File: config.mk
export PLATFORM = sky130hd
export DESIGN_NAME = hazard_controller
export DESIGN_NICKNAME = d
export VERILOG_FILES = /design/src/rtl/hazard_controller_pkg.sv /design/src/rtl/hazard_controller_sat_counter.sv /design/src/rtl/hazard_controller.sv
export SDC_FILE = /design/constraint.sdc
export NUM_CORES = 1
export LEC_CHECK = 0
export CORE_MARGIN = 5
export CORE_UTILIZATION = 51
export CTS_BUF_LIST = sky130_fd_sc_hd__clkbuf_2
export CTS_CLUSTER_DIAMETER = 100
export DETAILED_ROUTE_END_ITERATION = 6
export GPL_ROUTABILITY_DRIVEN = 0
export GPL_TIMING_DRIVEN = 0
export PLACE_DENSITY = 0.84
export SETUP_SLACK_MARGIN = 0.02
export SYNTH_ARGS = -nofsm -noshare
export SYNTH_HDL_FRONTEND = slang
export SYNTH_SLANG_ARGS = --single-unit
File: constraint.sdc
create_clock -name clk -period 3.8 [get_ports clk]
set_clock_uncertainty 0.15 [all_clocks]
set_input_delay 1.14 -clock clk [delete_from_list [all_inputs] [get_ports clk]]
set_output_delay 1.14 -clock clk [all_outputs]
set_load 0.1 [all_outputs]
File: src/rtl/hazard_controller_pkg.sv
// Shared definitions for the pipeline hazard controller: sequencer state
// encoding and the default performance-counter width.
package hazard_controller_pkg;

  typedef enum logic [1:0] {
    ST_RUN    = 2'd0,
    ST_DRAIN  = 2'd1,
    ST_HALTED = 2'd2
  } hc_state_t;

  localparam int DEFAULT_COUNTER_WIDTH = 32;

endpackage

File: src/rtl/hazard_controller_sat_counter.sv
// Saturating up-counter with increment enable and synchronous active-low clear.
// Holds at all-ones instead of wrapping.
module sat_counter #(
  parameter int WIDTH = 32
) (
  input  logic             clk,
  input  logic             reset,
  input  logic             inc,
  output logic [WIDTH-1:0] count
);

  always_ff @(posedge clk) begin
    if (!reset) begin
      count <= '0;
    end else if (inc && (count != '1)) begin
      count <= count + WIDTH'(1);
    end
  end

endmodule

File: src/rtl/hazard_controller.sv
// Pipeline hazard sequencer: load-use interlock, EX redirect, fetch wait and
// halt-drain control for the IF/ID, ID/EX and EX/MEM registers.
//
// state     | meaning
// ----------+---------------------------------------------------------------
// ST_RUN    | normal issue; redirect > load-use > halt > fetch wait
// ST_DRAIN  | halt accepted; inject bubbles while older instructions retire
// ST_HALTED | pipeline frozen until resume
module hazard_controller
  import hazard_controller_pkg::*;
#(
  parameter int DRAIN_CYCLES  = 3,
  parameter int COUNTER_WIDTH = DEFAULT_COUNTER_WIDTH
) (
  input  logic                     clk,
  input  logic                     reset,
  input  logic [4:0]               id_rs1_addr,
  input  logic [4:0]               id_rs2_addr,
  input  logic                     id_uses_rs1,
  input  logic                     id_uses_rs2,
  input  logic                     id_halt_req,
  input  logic [4:0]               ex_rd_addr,
  input  logic                     ex_mem_read,
  input  logic                     ex_redirect,
  input  logic                     imem_ready,
  input  logic                     resume,
  output logic                     pc_stall,
  output logic                     pc_redirect,
  output logic                     if_id_stall,
  output logic                     if_id_flush,
  output logic                     id_ex_stall,
  output logic                     id_ex_flush,
  output logic                     ex_mem_flush,
  output logic                     halted,
  output logic [COUNTER_WIDTH-1:0] stall_count,
  output logic [COUNTER_WIDTH-1:0] flush_count
);

  localparam int DRAIN_W = (DRAIN_CYCLES > 1) ? $clog2(DRAIN_CYCLES) : 1;
  localparam logic [DRAIN_W-1:0] DRAIN_LAST = DRAIN_W'(DRAIN_CYCLES - 1);

  hc_state_t          state, state_nxt;
  logic [DRAIN_W-1:0] drain_cnt, drain_cnt_nxt;
  logic               load_use;

  // x0 is hardwired zero, so a load targeting it never creates a dependency.
  assign load_use = ex_mem_read && (ex_rd_addr != 5'd0) &&
                    ((id_uses_rs1 && (ex_rd_addr == id_rs1_addr)) ||
                     (id_uses_rs2 && (ex_rd_addr == id_rs2_addr)));

  always_ff @(posedge clk) begin
    if (!reset) begin
      state     <= ST_RUN;
      drain_cnt <= '0;
    end else begin
      state     <= state_nxt;
      drain_cnt <= drain_cnt_nxt;
    end
  end

  always_comb begin
    state_nxt     = state;
    drain_cnt_nxt = drain_cnt;
    pc_stall      = 1'b0;
    pc_redirect   = 1'b0;
    if_id_stall   = 1'b0;
    if_id_flush   = 1'b0;
    id_ex_stall   = 1'b0;
    id_ex_flush   = 1'b0;
    ex_mem_flush  = 1'b0;
    halted        = 1'b0;
    if (reset) begin
      unique case (state)
        ST_RUN: begin
          if (ex_redirect) begin
            pc_redirect = 1'b1;
            if_id_flush = 1'b1;
            id_ex_flush = 1'b1;
          end else if (load_use) begin
            pc_stall    = 1'b1;
            if_id_stall = 1'b1;
            id_ex_flush = 1'b1;
          end else if (id_halt_req) begin
            // The halt instruction itself moves on into ID/EX.
            pc_stall      = 1'b1;
            if_id_flush   = 1'b1;
            state_nxt     = ST_DRAIN;
            drain_cnt_nxt = '0;
          end else if (!imem_ready) begin
            pc_stall    = 1'b1;
            if_id_flush = 1'b1;
          end
        end
        ST_DRAIN: begin
          pc_stall    = 1'b1;
          if_id_flush = 1'b1;
          if (drain_cnt == DRAIN_LAST) begin
            state_nxt     = ST_HALTED;
            drain_cnt_nxt = '0;
          end else begin
            drain_cnt_nxt = drain_cnt + DRAIN_W'(1);
          end
        end
        ST_HALTED: begin
          halted       = 1'b1;
          pc_stall     = 1'b1;
          if_id_stall  = 1'b1;
          id_ex_stall  = 1'b1;
          ex_mem_flush = 1'b1;
          if (resume) begin
            state_nxt = ST_RUN;
          end
        end
        default: begin
          state_nxt     = ST_RUN;
          drain_cnt_nxt = '0;
        end
      endcase
    end
  end

  sat_counter #(.WIDTH(COUNTER_WIDTH)) u_stall_count (
    .clk   (clk),
    .reset (reset),
    .inc   (pc_stall),
    .count (stall_count)
  );

  sat_counter #(.WIDTH(COUNTER_WIDTH)) u_flush_count (
    .clk   (clk),
    .reset (reset),
    .inc   (pc_redirect),
    .count (flush_count)
  );

endmodule
Yosys cells after proc, flatten, opt, wreduce, memory -nomap -nowiden
Index checks and enable logic that the tools add are counted.
Word-level totals
  register bits: 68
  bits of input ports: 24
  output and inout port bits: 72
Operators by class
  add/sub/neg operators: 3
  eq/ne operators: 12
  mux-type cells: 33
  bitwise logic cells: 1
  reduce and logical (&&, ||, !) cells: 12
Operator list (count)
  $add 32x1->32 const B: 2
  $ne 32x32->1 const B: 2
  $mux 1: 19
  $mux 2: 9
  $pmux 2 s3: 2
  $eq 5x5->1: 2
  $ne 2x2->1 const B: 5
  $logic_and 1x1->1: 6
  $pmux 1 s2: 3
  $reduce_and 5->1: 1
  $reduce_bool 5->1: 1
  $eq 2x2->1 const B: 2
  $reduce_and 4->1: 1
  $add 2x1->2 const B: 1
  $eq 2x1->1 const B: 1
  $logic_not 2->1: 1
  $reduce_or 2->1: 1
  $logic_or 1x1->1: 1
  $not 1->1: 1

Longest topological paths before layout
  depth in word-level cells: 9
  mapped depth: 10
  gate-level depth less buffers: 9

Modules after synthesis
From an unflattened synthesis, not the netlist that was laid out.
Unflattened totals
  cell total of the unflattened synthesis: 462
  area, all modules: 3946.3 um^2
Modules (own cells, without submodules)
  sat_counter at u_flush_count: instances 1, cells an instance 200, area an instance 1704.1 um^2
  sat_counter at u_stall_count: instances 1, cells an instance 190, area an instance 1655.3 um^2
  hazard_controller: instances 1, cells an instance 72, area an instance 586.8 um^2

Least setup slack after synthesis
OpenSTA, ideal clock, no wires.
  path type: input port to output port
  start: input port ex_rd_addr[1]
  end: output port if_id_flush
  arrival time: 4.236 ns
  required time: 2.510 ns
  slack: -1.726 ns
  stages on the path: 5
  buffers on the path: 0
  path through: or4_1 o21ai_0 nor2b_1 o21a_1 o21ai_0
Between the ends
  word-level cells in the longest chain between the ends: 8
  elaborated cells between the ends (all ways): 12
  those cells by class: eq/ne (2); mux (4); reduce/logical (6)
Ends and longest elaborated chain
  from (decl): line hazard_controller.sv:22  | input logic [4:0] ex_rd_addr,
  $eq 5x5->1 (on tied branches): line hazard_controller.sv:48, hazard_controller.sv:49
  $logic_and 1x1->1 (on tied branches): line hazard_controller.sv:48, hazard_controller.sv:49
  $logic_or 1x1->1: line hazard_controller.sv:48  | ((id_uses_rs1 && (ex_rd_addr == id_rs1_addr)) ||
  $logic_and 1x1->1 *: line hazard_controller.sv:47  | assign load_use = ex_mem_read && (ex_rd_addr != 5'd0) &&
  $mux 1 *: line hazard_controller.sv:79  | end else if (load_use) begin
  $mux 1 *: line hazard_controller.sv:75  | if (ex_redirect) begin
  $pmux 1 s2 *: line hazard_controller.sv:73  | unique case (state)
  $mux 1 *: line hazard_controller.sv:72  | if (reset) begin
  to (decl): line hazard_controller.sv:30  | output logic if_id_flush,
Mark *: on every way between the ends. The rest lies on a longest branch, timed or not.

Final worst setup path
  start: input port ex_rd_addr[2]
  end: output port pc_stall
Between the ends
  word-level cells in the longest chain between the ends: 8
  elaborated cells between the ends (all ways): 12
  those cells by class: eq/ne (2); mux (4); reduce/logical (6)
Ends and longest elaborated chain
  $eq 5x5->1 (on tied branches): line hazard_controller.sv:48, hazard_controller.sv:49
  $logic_and 1x1->1 (on tied branches): line hazard_controller.sv:48, hazard_controller.sv:49
  $logic_or 1x1->1: line hazard_controller.sv:48
  $logic_and 1x1->1 *: line hazard_controller.sv:47
  $mux 1 *: line hazard_controller.sv:79
  $mux 1 *: line hazard_controller.sv:75
  $pmux 1 s2 *: line hazard_controller.sv:73
  $mux 1 *: line hazard_controller.sv:72
  to (decl): line hazard_controller.sv:27  | output logic pc_stall,
Marks and branches as above.

==> results.md <==
- Outcome: finished, violations left
- Failing checks: setup timing
- Via density: 5.87
- Die height: approximately 95 microns
- Vias in the first global route: ~4000
- IO Port Bufs: 95
- Root Driver: clkbuf_2
- Post-synth top area share: 0.367
- Num CTS Buffers: 9
- RSZ-0062 raised after global routing: true
- Yosys reg bits: 68
- Post-route clock period utilization: 1.05
- Drt total wl: around 11 mm
- Cell taking the most area after synthesis: dfxtp_1
- Final setup margin: -178 ps
- Number of synthesized flops with an enable pin: 0
- Clk_lat worst skew: about 520 ps
- CP Launch Point: ex_rd_addr[2]
- Dpl cell area: about 0.0048 sq mm
- Metal3 WL: between 800 and 900 microns
- Asr flop ratio synth: 0
- Slowest CP cell: or4_4
- Number of antenna violations at the first check in global routing: 0
- CP endpoint kind: output pin
- Slowest stage delay, CP: 540 ps
- CTS clock-pin slew for the worst setup and hold paths: between 150 and 200 ps
- DRC Markers: 0
- Synthesized area per cell: between 8 and 9 sq um
- Hold Crit Class: reg -> reg
- Slew headroom: 0.313
- CP Launch Type: input pin
- Worst Path Arrival: around 2700 ps
- Setup_tns: -343 ps
- # rows: 31
- Seq/Total Area, Yosys: 0.367
- Mapped Cells: 460
- M1 wire length: roughly 4.6 mm
- Cell area after synthesis: about 0.0037 sq mm
- Die ar.: slightly above 0.009 sq mm
- Max-capacitance violation count: 0
- ANT nets after route: 0
- Total leakage power: roughly 0.0017 uW
- Detailed Routing Iterations Pass 1: 5
- Remaining Overflow, GRT: 0
- CP Cell Sequence: buf_8 > or4_4 > o21ai_4 > nor2_4 > a21oi_4 > buf_6 > clkinvlp_4 > buf_12
- Maximum vdd drop: between 0.3 and 0.4 mV
- H-tree Lvls: 3
- DP Wirelength: 8.11 mm
- Clock tree buffer depth: 2
- Max Slew Vio Count: 0
- Clk sinks: slightly below 70
- Met2 Wirelength: roughly 5.6 mm
- YS warnings: 0
- FILL cells: 577
- GRT Resource Usage Total: 0.258
- WHS: between 300 and 400 ps
- Setup violations, final: 4
- Pre-CTS setup slack: -1760 ps
- WP buf/inv: 4
- Most common cell in the netlist: dfxtp_1
- Iter 0 DRT Violations: around 180
- Area contributors post-synth: dfxtp_1 37%, xnor2_1 6.6%, nand2_1 4.7%, nand3_1 4.0%, nand4_1 3.5%
- Mapped Nets: ~490
- ANT cells: 0
- Netlist cell types: 43
- Post-route cell area: 0.00507 sq mm
- Fin. Hold Viols: 0
- Critical path class: in -> out
- Reg2Reg Launch Point: state[0]$_SDFFE_PN0P_
- Ys flop type: dfxtp_1
- Worst path required time: roughly 2500 ps
- CTS tree: built
- Die W: 95.3 microns
- Cell family with most CP delay: simple AND/OR/NAND/NOR gates
- Layout area overhead: 36.7%
- Share of cells above drive strength 1: 0.137
- DR WL/cell: 16.8 microns
- Starting Density: 0.517
- Core Area: 0.00718 sq mm
- Largest net degree at the start of global routing: 12
- Worst Tran Pin Value: 1030 ps
- Hold Startpoint: drain_cnt[1]$_SDFFE_PN0P_
- Routed vias: a little under 4000
- Synth top cells by count: 68 x dfxtp_1, 46 x nand2_1, 30 x nand3_1, 30 x nor2_1, 28 x xnor2_1
- Top Metal Used: met4
- CP Max Fanout: 3
- Final nets: roughly 600
- Power per standard cell area: between 400 and 500 mW/mm^2
- Fmax: ~250 MHz
- First-pass GRT wire length: ~18 mm
- Fin crit period: 3980 ps
- Ports: 96
through the flow:
stage          cells  total power [uW]   util
6_report         676              2130  0.707
5_1_grt          676              2220  0.707
4_1_cts          676              2100  0.705
3_5_place_dp     654              1640  0.672
3_3_place_gp     654              1620  0.672
2_1_floorplan    460              1410      -
power breakdown:
group	switching [uW]	leakage (uW)	total, uW	internal (uW)
Sequential	39.4	0.000549	782	742
Combinational	677	0.00107	992	316
Clock	268	0.0000654	357	88.5
repair_timing:
action                                  CTS  global route
endpoints found under the setup margin    8             7
hold endpoints to repair                  0             0
gates cloned                              0             0
buffers inserted                          7             0
gates resized for setup                 120            19
hold buffers                              0             0
pin swaps                                 8            10
cells by family (layout without fill, tap and decap cells):
logic type,after synthesis,in the layout,share of synthesized area
AO/OA/AOI/OAI,80,80,0.136
XOR/XNOR,30,30,0.0708
adder cells (fa/ha/maj),7,7,0.0236
buffers and inverters,39,156,0.0445
flip-flops,68,68,0.367
multiplexers,13,13,0.0351
AND/OR/NAND/NOR,223,223,0.323
layout make-up:
type                    instances  area [sq um]  share of cell area
well taps                      99           124              0.0244
clock buffers                  11          55.1              0.0108
inverters                      16          67.6              0.0133
multi-input cells             353          2310               0.455
flip-flops and latches         68          1360               0.268
repair buffers                102          1010               0.200
plain buffers                  22           116              0.0229
clock inverters                 5          28.8             0.00567
path summary, 6_finish.rpt:
kind / slack [ps] / cells after the start / end
setup / recovery: -180 / 8 / pc_stall
hold / removal: 340 / 2 / drain_cnt[1]$_SDFFE_PN0P_
setup reg to reg: 1000 / 10 / u_stall_count.count[23]$_SDFFE_PN0P_
hold reg to reg: 340 / 2 / drain_cnt[1]$_SDFFE_PN0P_
worst register-to-register path, cell delays in order, from the launching register on:
cell	delay, ps
dfxtp_1	380
inv_1	120
ha_1	320
nand2_2	160
or3_4	380
o22ai_2	220
a21oi_4	70
buf_4	180
buf_2	190
nor4b_1	370
mux2i_1	220
flip-flops by register name, summed over array words and instances (netlist names):
signal,flops
u_stall_count.count,32
state,2
u_flush_count.count,32
drain_cnt,2
metal layers:
metal | vias up | global-route usage
met5 | - | 0
met4 | 0 | 0.124
met3 | 33 | 0.0631
met2 | 154 | 0.438
met1 | 1873 | 0.305
li1 | 1906 | -
cells in the final DEF (no fill, tap or decap), types with 8 or more instances in the layout:
master           instances
buf_2                    9
or4_1                   12
mux2i_1                 13
inv_1                   14
o31ai_1                 12
buf_4                   10
nor3_1                  19
clkdlybuf4s50_1         69
nor2_1                  26
nand4_1                 21
o21ai_0                 20
or3_1                   20
xnor2_1                 26
nor4_1                  10
clkbuf_2                15
a21oi_1                 24
nand3_1                 30
nand2_1                 45
clkbuf_1                10
dfxtp_1                 68
nand2b_1                 8
(Power assumes the default switching activity.)
==> RTL change 1: new RTL, same settings <==
The parameter `DRAIN_CYCLES` goes from 3 to 5.
--- a/src/rtl/hazard_controller.sv
+++ b/src/rtl/hazard_controller.sv
@@ -10,5 +10,5 @@
   import hazard_controller_pkg::*;
 #(
-  parameter int DRAIN_CYCLES  = 3,
+  parameter int DRAIN_CYCLES  = 5,
   parameter int COUNTER_WIDTH = DEFAULT_COUNTER_WIDTH
 ) (
Check against the original RTL: not equivalent (Yosys sat finds a counterexample within 10 cycles, from zero or initial values and one cycle with reset low).
==> RTL change 1 against the original RTL <==
The run still ends with negative setup slack left. First-iteration DRC count grew 12%. Worst hold slack better by 0.018 ns. Sequential share of layout area decreased by 1.7 points. Setup slack better by 0.078 ns. Routed wire length rose by 5.5%. Non-clock buffer count grew 5. Area after synthesis grew 6.7%. Sequential cell count increased by 1. Cell area is 8.2% higher. Global-route usage is 1.6 points lower. Largest cell class unchanged.
Power is not compared: it rests on default switching activity, and its combinational part moved more than twofold at a synthesized area within 25%.
==> RTL change 1: results (changes against the original RTL) <==
Inst Count DP 684 (+4.6%); Synth area leaders dfxtp_1, mux2i_1, nand2_1; GRT Util Overall 24.2% (-1.6 points); buffer share of cell area 23.0% (+0.70 points); routed wl met3 939 um (+16%); first-pass GRT wire length 19,300 um (+4.6%); pre-CTS setup slack -1.67 ns (+0.0961 ns); Final TNS setup -0.238 ns (+0.105 ns); Avg Cell Area, Syn 8.13 sq um (+0.76%); fill count 558 (-3.3%); final setup vio count 3 (-1); met1 GRT Util 30.1% (-0.36 points); non-clock inverter count 14 (-2); Slew headroom 33.6% (+2.3 points); commonest cells in the synthesized netlist nand2_1, dfxtp_1, mux2i_1; fraction of area in multi-input gates 46.8% (+1.3 points); Synth Register Bits 69 (+1.5%); met3 usage 5.79% (-0.53 points); 1st-iter DRT viols 199 (+12%); nets 632 (+4.8%); Area after DPL 5130 sq um (+6.3%); Netlist cell types 49 (+14%); hpwl dp 8250 um (+1.7%); sequential share of cell area 25.1% (-1.7 points); Initial Util 51.8% (about the same); Post-Layout Cell Count 705 (+4.3%); vias in the first global route 4,080 (+2.3%); vias 4,204 (+6.0%); DRT met1 WL 4830 um (+5.1%); routed wire length 12,000 um (+5.5%); Layout clock buffers 9 (-2); status finished, violations left; Reg clk slew, reported paths 0.20 ns (+0.02 ns); post-synth net total 519 (+5.7%); multi-input gates 377 (+6.8%); Final WS setup -0.101 ns (+0.0777 ns); Signal buffers 129 (+4.0%); Core Util, Final 71.8% (+1.1 points); CP arrival 2.61 ns (-0.08 ns); failing checks negative setup slack; Max FO, Critical Path 4 (+1); met2 Use GR 40.8% (-3.0 points); Regs by FF count u_flush_count.count (32), u_stall_count.count (32), drain_cnt (3)
==> RTL change 1: cell types whose count changed after synthesis, moves of 5 or more <==
cell	before	now
a21oi_1	24	19
mux2i_1	13	31
nand2_1	46	77
nand2b_1	8	26
nand3_1	30	25
nor3_1	19	13
nor4_1	10	15
o21ai_0	22	7
o311ai_0	0	6
o41ai_1	0	5
or3_1	21	5
xnor2_1	28	22
==> RTL change 1: worst max-delay path: cells and delay by family <==
family          cells  cell delay [ns]
compound gates      3             0.47
buf+inv             3             0.39
simple gates        2             0.61
==> RTL change 1: what timing repair did <==
action                                 in CTS  in global routing
resized for setup                         163                 15
pin swaps                                  23                 13
setup endpoints to repair                   8                  8
endpoints found under the hold margin       0                  0
setup buffers                               6                  3
==> RTL change 1: final timing paths <==
kind	slack, ns	cells past startpoint	end	start
setup / recovery	-0.10	8	if_id_flush	ex_rd_addr[3]
hold / removal	0.36	2	u_flush_count.count[9]$_SDFFE_PN0P_	u_flush_count.count[9]$_SDFFE_PN0P_
setup reg to reg	1.21	8	u_stall_count.count[13]$_SDFFE_PN0P_	u_stall_count.count[0]$_SDFFE_PN0P_
hold reg to reg	0.36	2	u_flush_count.count[9]$_SDFFE_PN0P_	u_flush_count.count[9]$_SDFFE_PN0P_
==> RTL change 1: cell families (layout without fill, tap and decap cells) <==
logic type	count (synthesis)	count (layout)	share of synthesized area [%]
and+or+nand+nor	249	249	33.5
DFF	69	69	34.9
AOI/OAI and AO/OA	66	66	11.3
buffers and inverters	41	157	4.74
muxes	32	32	8.12
xor gates and xnor gates	22	22	4.87
adders and majority gates	8	8	2.53
==> RTL change 1: power breakdown <==
part	switching, mW	internal (mW)	leakage, nW
Clock	0.270	0.141	0.0573
Sequential	0.0153	0.735	0.556
Combinational	0.251	0.131	1.36
Total	0.537	1.01	1.98
==> RTL change 2: new RTL, config.mk and constraints unchanged <==
Made on the original files. Encoding of `hc_state_t`: now one-hot (3 bits for 3 states).
--- a/src/rtl/hazard_controller_pkg.sv
+++ b/src/rtl/hazard_controller_pkg.sv
@@ -3,8 +3,8 @@
 package hazard_controller_pkg;
 
-  typedef enum logic [1:0] {
-    ST_RUN    = 2'd0,
-    ST_DRAIN  = 2'd1,
-    ST_HALTED = 2'd2
+  typedef enum logic [2:0] {
+    ST_RUN    = 3'b001,
+    ST_DRAIN  = 3'b010,
+    ST_HALTED = 3'b100
   } hc_state_t;
 
Function: no difference found for any inputs over 10 cycles, from zero or initial values and one cycle with reset low; not proved beyond that.
==> RTL change 2 against the original RTL <==
Area after synthesis up 1.6%. Routed wire length down 3.9%. Synthesized cell count down 0.43%. Sequential share of layout area about the same. Cell area up 1.4%. Sequential cell count up 1. First-iteration DRC count up 47%. Setup slack better by 0.21 ns. Count of clock-buffer cells in the layout down 1. Critical endpoint is now if_id_stall.
Power is not compared: it rests on default switching activity, and its combinational part moved more than twofold at a synthesized area within 25%.
==> RTL change 2: results (changes against the original RTL) <==
Slew headroom 31.8% (+0.48 points); Clock Latency Late Sink 0.50 ns (-0.02 ns); Post-Syn Instances 458 (-0.43%); post_cts resized 109 (-9.2%); met2 wire len 5480 um (-2.9%); hpwl dp 7740 um (-4.6%); commonest cells in the synthesized netlist dfxtp_1, nor2_1, nand2_1; worst flop-to-flop path endpoint u_flush_count.count[16]$_SDFFE_PN0P_; post-synth net total 484 (-1.4%); Final TNS setup 0 ns (+0.343 ns); via-per-instance ratio 5.79 (-1.3%); pre-CTS setup slack -1.48 ns (+0.281 ns); Critical Path Source ex_mem_read; routed wl met3 763 um (-5.5%); sequential element share of the synthesized area 36.6% (-0.053 points); Reg clk slew, reported paths 0.20 ns (+0.02 ns); Area after DPL 4850 sq um (+0.57%); Adder-Cell Fraction of Synth Area 0.664% (-1.7 points); 1st-iter DRT viols 261 (+47%); CP arrival 2.47 ns (-0.22 ns); Worst R2R Setup Slack 1.12 ns (+0.12 ns); status finished clean; Critical Path Sink if_id_stall; start of the worst register-to-register path u_flush_count.count[14]$_SDFFE_PN0P_; Port-buffer cells 94 (-1.1%); GRT Util Overall 23.6% (-2.2 points); fill count 587 (+1.7%); post-synthesis mux area share 2.69% (-0.82 points); final hold slack 0.356 ns (+0.0166 ns)
-- RTL change 2: through the flow --
stage / util [%] / total power, mW
CTS: 70.7 / 1.26
finish: 71.3 / 1.26
floorplan: - / 0.851
detailed placement: 67.3 / 0.907
global placement: 67.3 / 0.904
global route: 71.3 / 1.32
-- RTL change 2: per-layer routing --
layer  global-route usage, %  vias to the layer above
met5                       0                        -
met4                    8.29                        0
met3                    5.63                       22
met2                    41.4                      157
met1                    27.9                     1831
li1                        -                     1904
-- RTL change 2: area by class of cell --
cell class / count / area share, %
Tap cell: 99 / 2.41
Multi-Input combinational cell: 352 / 45.6
Buffer: 24 / 2.82
Timing Repair Buffer: 103 / 19.7
Inverter: 13 / 1.02
Sequential cell: 69 / 26.8
Clock inverter: 6 / 0.584
Clock buffer: 10 / 0.973
-- RTL change 2: critical path, stage by stage --
cell	delay, ns
clkdlybuf4s50_1	0.50
a21boi_4	0.25
nand2_2	0.10
nor3_2	0.17
or2_4	0.15
buf_12	0.16
